===== config.mk =====
export PLATFORM = sky130hd
export DESIGN_NAME = sipo_word_collector
export DESIGN_NICKNAME = d
export VERILOG_FILES = /design/src/rtl/sipo_word_collector.sv
export SDC_FILE = /design/constraint.sdc
export NUM_CORES = 1
export LEC_CHECK = 0
export CORE_AREA = 2 2 39 41
export CTS_CLUSTER_DIAMETER = 200
export DETAILED_ROUTE_END_ITERATION = 12
export DIE_AREA = 0 0 41 43
export PLACE_DENSITY = 0.68
export SLEW_MARGIN = 5
export SYNTH_ARGS = -nofsm -noshare
export SYNTH_HDL_FRONTEND = slang
export SYNTH_SLANG_ARGS = --single-unit

===== constraint.sdc =====
create_clock -name clk -period 2.7 [get_ports clk]
set_input_delay 0.54 -clock clk [delete_from_list [all_inputs] [get_ports clk]]
set_output_delay 0.54 -clock clk [all_outputs]
set_load 0.03 [all_outputs]

===== src/rtl/sipo_word_collector.sv =====
// Serial-in, parallel-out word collector. It gathers WIDTH sampled bits into a word
// and hands the word off through a one-deep valid/ready holding register that reports overruns.
module sipo_word_collector #(
   parameter int WIDTH     = 4,
   parameter bit MSB_FIRST = 1'b1
) (
   input  logic                     clk,
   input  logic                     resetN,
   input  logic                     serialIn,
   input  logic                     bitValid,
   input  logic                     clear,
   output logic [WIDTH-1:0]         wordOut,
   output logic                     wordValid,
   input  logic                     wordReady,
   output logic [$clog2(WIDTH):0]   bitCount,
   output logic                     overrun
);

   localparam int CW = $clog2(WIDTH) + 1;
   localparam logic [CW-1:0] LAST_BIT = CW'(WIDTH - 1);
   localparam logic [CW-1:0] ONE      = CW'(1);

   logic [WIDTH-1:0] shift_q, shift_d;
   logic [CW-1:0]    count_q, count_d;
   logic [WIDTH-1:0] word_q, word_d;
   logic             valid_q, valid_d;
   logic             overrun_q, overrun_d;
   logic [WIDTH-1:0] shifted;

   always_comb begin
      shift_d   = shift_q;
      count_d   = count_q;
      word_d    = word_q;
      valid_d   = valid_q;
      overrun_d = overrun_q;

      if (MSB_FIRST) begin
         shifted = {shift_q[WIDTH-2:0], serialIn};
      end else begin
         shifted = {serialIn, shift_q[WIDTH-1:1]};
      end

      if (valid_q && wordReady) begin
         valid_d = 1'b0;
      end

      // clear wins over a sampled bit, so a clear on the last bit suppresses completion
      if (clear) begin
         shift_d   = '0;
         count_d   = '0;
         overrun_d = 1'b0;
      end else if (bitValid) begin
         if (count_q == LAST_BIT) begin
            shift_d = '0;
            count_d = '0;
            if (!valid_q || wordReady) begin
               word_d  = shifted;
               valid_d = 1'b1;
            end else begin
               overrun_d = 1'b1;
            end
         end else begin
            shift_d = shifted;
            count_d = count_q + ONE;
         end
      end
   end

   always_ff @(posedge clk) begin
      if (!resetN) begin
         shift_q   <= '0;
         count_q   <= '0;
         word_q    <= '0;
         valid_q   <= 1'b0;
         overrun_q <= 1'b0;
      end else begin
         shift_q   <= shift_d;
         count_q   <= count_d;
         word_q    <= word_d;
         valid_q   <= valid_d;
         overrun_q <= overrun_d;
      end
   end

   assign wordOut   = word_q;
   assign wordValid = valid_q;
   assign bitCount  = count_q;
   assign overrun   = overrun_q;

endmodule

-- After elaboration in Yosys (flattened, before gate mapping)
Cells that the tools add are included.
- add/sub/neg operators: 1
- equal/unequal tests: 1
- muxes and demuxes: 7
- bitwise gates (word level): 3
- reductions and logical operators: 6
- operators with widths (kind ; count):
    two-way mux 3 bit ; 2
    two-way mux 1 bit ; 5
    AND reduction 4 bit ; 1
    adder 3 x 1 -> 3 bit (second input constant) ; 1
    == test 3 x 2 -> 1 bit (second input constant) ; 1
    inverter 1 bit ; 3
    AND reduction 3 bit ; 1
    OR reduction 2 bit ; 1
    logical AND 1 bit ; 1
    logical NOT 1 bit ; 1
    logical OR 1 bit ; 1
- bits in registers: 12
- input port bits: 6
- output and inout port bits: 9
- logic and storage cells: 23

-- Logic depth before layout (Yosys ltp)
- depth after elaboration: 6
- gate-level depth with buffers: 4
- gate-level depth less buffers: 4

-- Worst setup path after synthesis
OpenSTA, ideal clock, no wires.
- path kind: reg2reg
- from: reg count_q[0], in the netlist bitCount[0]
- to: reg word_q[0], in the netlist wordOut[0]
- arrival: 1.311 ns
- path slack: 1.318 ns
- stages on the path, launching flop included: 5
- path buffers: 0
- period minus slack after synthesis: 1.382 ns
- cells stage by stage: dfxtp_1 ha_1 nand3b_4 nor3_4 mux2i_1
- word-level cells in the longest chain between the ends: 2
- ends and longest elaborated chain (what ; RTL line ; RTL):
    from (decl) ; 24 ; logic [CW-1:0] count_q, count_d;
    from (signal assigned) ; 78 ; count_q <= count_d;
    == test 3 x 2 -> 1 bit ; 53 ; if (count_q == LAST_BIT) begin
    AND reduction 4 bit (no line) ; n/a ;
    to (signal assigned) ; 79 ; word_q <= word_d;
    to (decl) ; 25 ; logic [WIDTH-1:0] word_q, word_d;
Every way passes these cells.
A chain may end at the register's enable or synchronous reset.

-- Final worst setup path
- from: reg count_q[0], in the netlist bitCount[0]
- to: out bitCount[0]
- RTL lines (what ; RTL line ; RTL):
    to (decl) ; 15 ; output logic [$clog2(WIDTH):0] bitCount,
No word-level cell between the ends.

==> impl_metrics.toml <==
[run_status]
status = "completed"

[die]
die_w_um = 41
die_h_um = 43
start_util_pct = 36.9
io_pins = 15
core_area_um2 = 1380
dieArea_um2 = 1760
rows = 14

[finish]
mostFrequentLayoutCells = "clkdlybuf4s50_1, dfxtp_1, nand2_1, nand2b_1, a21oi_1"
finalNetCount = 77
nFillCells = 145
diodes = 0
final_cells = 85
drive_gt1_share_pct = 10.1
area_growth_pct = 36.5
finish.utilization_pct = 50.4
final_common_cell = "clkdlybuf4s50_1"

[detailed_routing]
routed_via_density = 4.76
finalWirelength_um = 1010
vias = 405
wl_per_cell_um = 11.8
postRouteAntennaNets = 0
dr.pass1.iters = 4
first_iter_violations = 8
drc_errors = 0

[clock_tree]
cts_buffers = 3
cts_hold_buf = 0
cts_tree = "done"
post_cts_buffers = 0
cts.sinks = 12
cts_buffer_depth = 2
clk_latency_ns = 0.27
cts_resized = 0
clockRootBuffer = "clkbuf_4"
htree_levels = 1
clk_pin_slew_ns = 0.08

[worst_hold_path]
hp-class = "register to register"
min_path_cells = 2

[worst_setup_path]
path_class = "register to output port"
r2r_cells = 4
cp-end-kind = "output port"
start_kind = "register"
cp.depth = 1
cp.required_ns = 2.16
crit_buf_inv = 1
crit_chain = "clkdlybuf4s50_1"
crit_arrival_ns = 1.32
slowest_delay_ns = 0.69
crit_path_top_delay_cell = "clkdlybuf4s50_1"
cp_max_fo = 4
crit_family = "buffers and inverters"

[yosys]
seq_area_frac_synth_pct = 47.1
synthCells = 53
synthesis.nets = 60
yosysWarnings = 0
netlist_area_um2 = 510
synth-seq-cells = 12
synth_cell_types = 18
avgSynthCellArea_um2 = 9.63

[power_and_ir_drop]
ir_worst_vdd_mv = 0.260
powerDensity_nw_per_um2 = 494
fin_total_pwr_uw = 344
power_leakage_uw = 0.000244

[sta]
setup_violations = 0
whs_ns = 0.463
min_period_over_period_pct = 69.0
slew_viol_final = 0
fin_skew_ns = 0.00488
finalHoldViolCount = 0
worst-slew-pin-transition_ns = 0.470
period_needed_ns = 1.86
fin_tns_setup_ns = 0
maxSlewHeadroom_pct = 68.6
grt_setup_unrepaired = "no"
fmax_ghz = 0.537

[grt]
first_global_vias = 384
grt_first_pass_wirelength_um = 1630
antenna_found_initial = 0
grt-ovfl-total = 0
track_usage_pct = 14.4
grt_max_degree = 14

[flow_run]
max_cap_violations = 0

[placed_design]
dp.cells = 81
port_buffers = 14
dp_hpwl_um = 718
gp_congestion = 0.681
==> report_power, final <==
part / internal, µW / total (µW) / switching (µW)
Sequential: 178 / 180 / 1.22
Clock: 81.9 / 141 / 58.7
Combinational: 11.6 / 24.1 / 12.4
Total: 272 / 344 / 72.4
==> logic make-up after synthesis <==
logic type	after synthesis	synth area share [%]
buffers and inverters	3	2.70
AOI/OAI and AO/OA	8	9.56
DFF	12	47.1
muxes	4	7.84
and+or+nand+nor	25	30.4
adders and majority gates	1	2.45
==> Yosys cell counts, drive strengths merged <==
library cell,number,area [µm²]
mux2i,4,40.0
nand2,8,30.0
nor2,2,7.51
dfxtp,12,240
o21a,1,7.51
a21oi,5,25.0
buf,2,10.0
nand3,4,20.0
nor3,1,16.3
nor2b,1,8.76
inv,1,3.75
nand2b,6,37.5
a41oi,1,8.76
ha,1,12.5
nand3b,2,27.5
or2b,1,7.51
a211oi,1,7.51
==> final timing paths <==
check | to | slack [ns] | start
max | bitCount[0] | 0.84 | bitCount[0]
min | wordOut[0] | 0.46 | wordOut[0]
max reg2reg | wordOut[2] | 1.44 | bitCount[0]
min reg2reg | wordOut[0] | 0.46 | wordOut[0]
==> layout make-up <==
type | count | area [µm²] | area share (%)
Multi-Input combinational cell | 38 | 256 | 36.8
Sequential cell | 12 | 240 | 34.5
Timing Repair Buffer | 14 | 140 | 20.1
Clock buffer | 4 | 36.3 | 5.21
Tap cell | 16 | 20.0 | 2.87
Inverter | 1 | 3.75 | 0.539
==> registers in the layout, indices dropped and copies added (netlist names) <==
name,cells
bitCount,3
wordOut,4
shift_q,3
overrun,1
wordValid,1
==> per-stage QoR <==
step,cell area (µm²),setup WS [ns]
after floorplan,510,1.32
after global placement,661,0.762
after detailed placement,661,0.746
after CTS,697,0.815
after global routing,697,0.775
final,697,0.838
==> routing by layer <==
metal	track usage [%]	part of all wire, %
met1	18.6	45
met2	19.4	48
met4	12.0	0.90
met5	0	0
met3	3.14	6.0
Power figures use the tool's default switching activity.
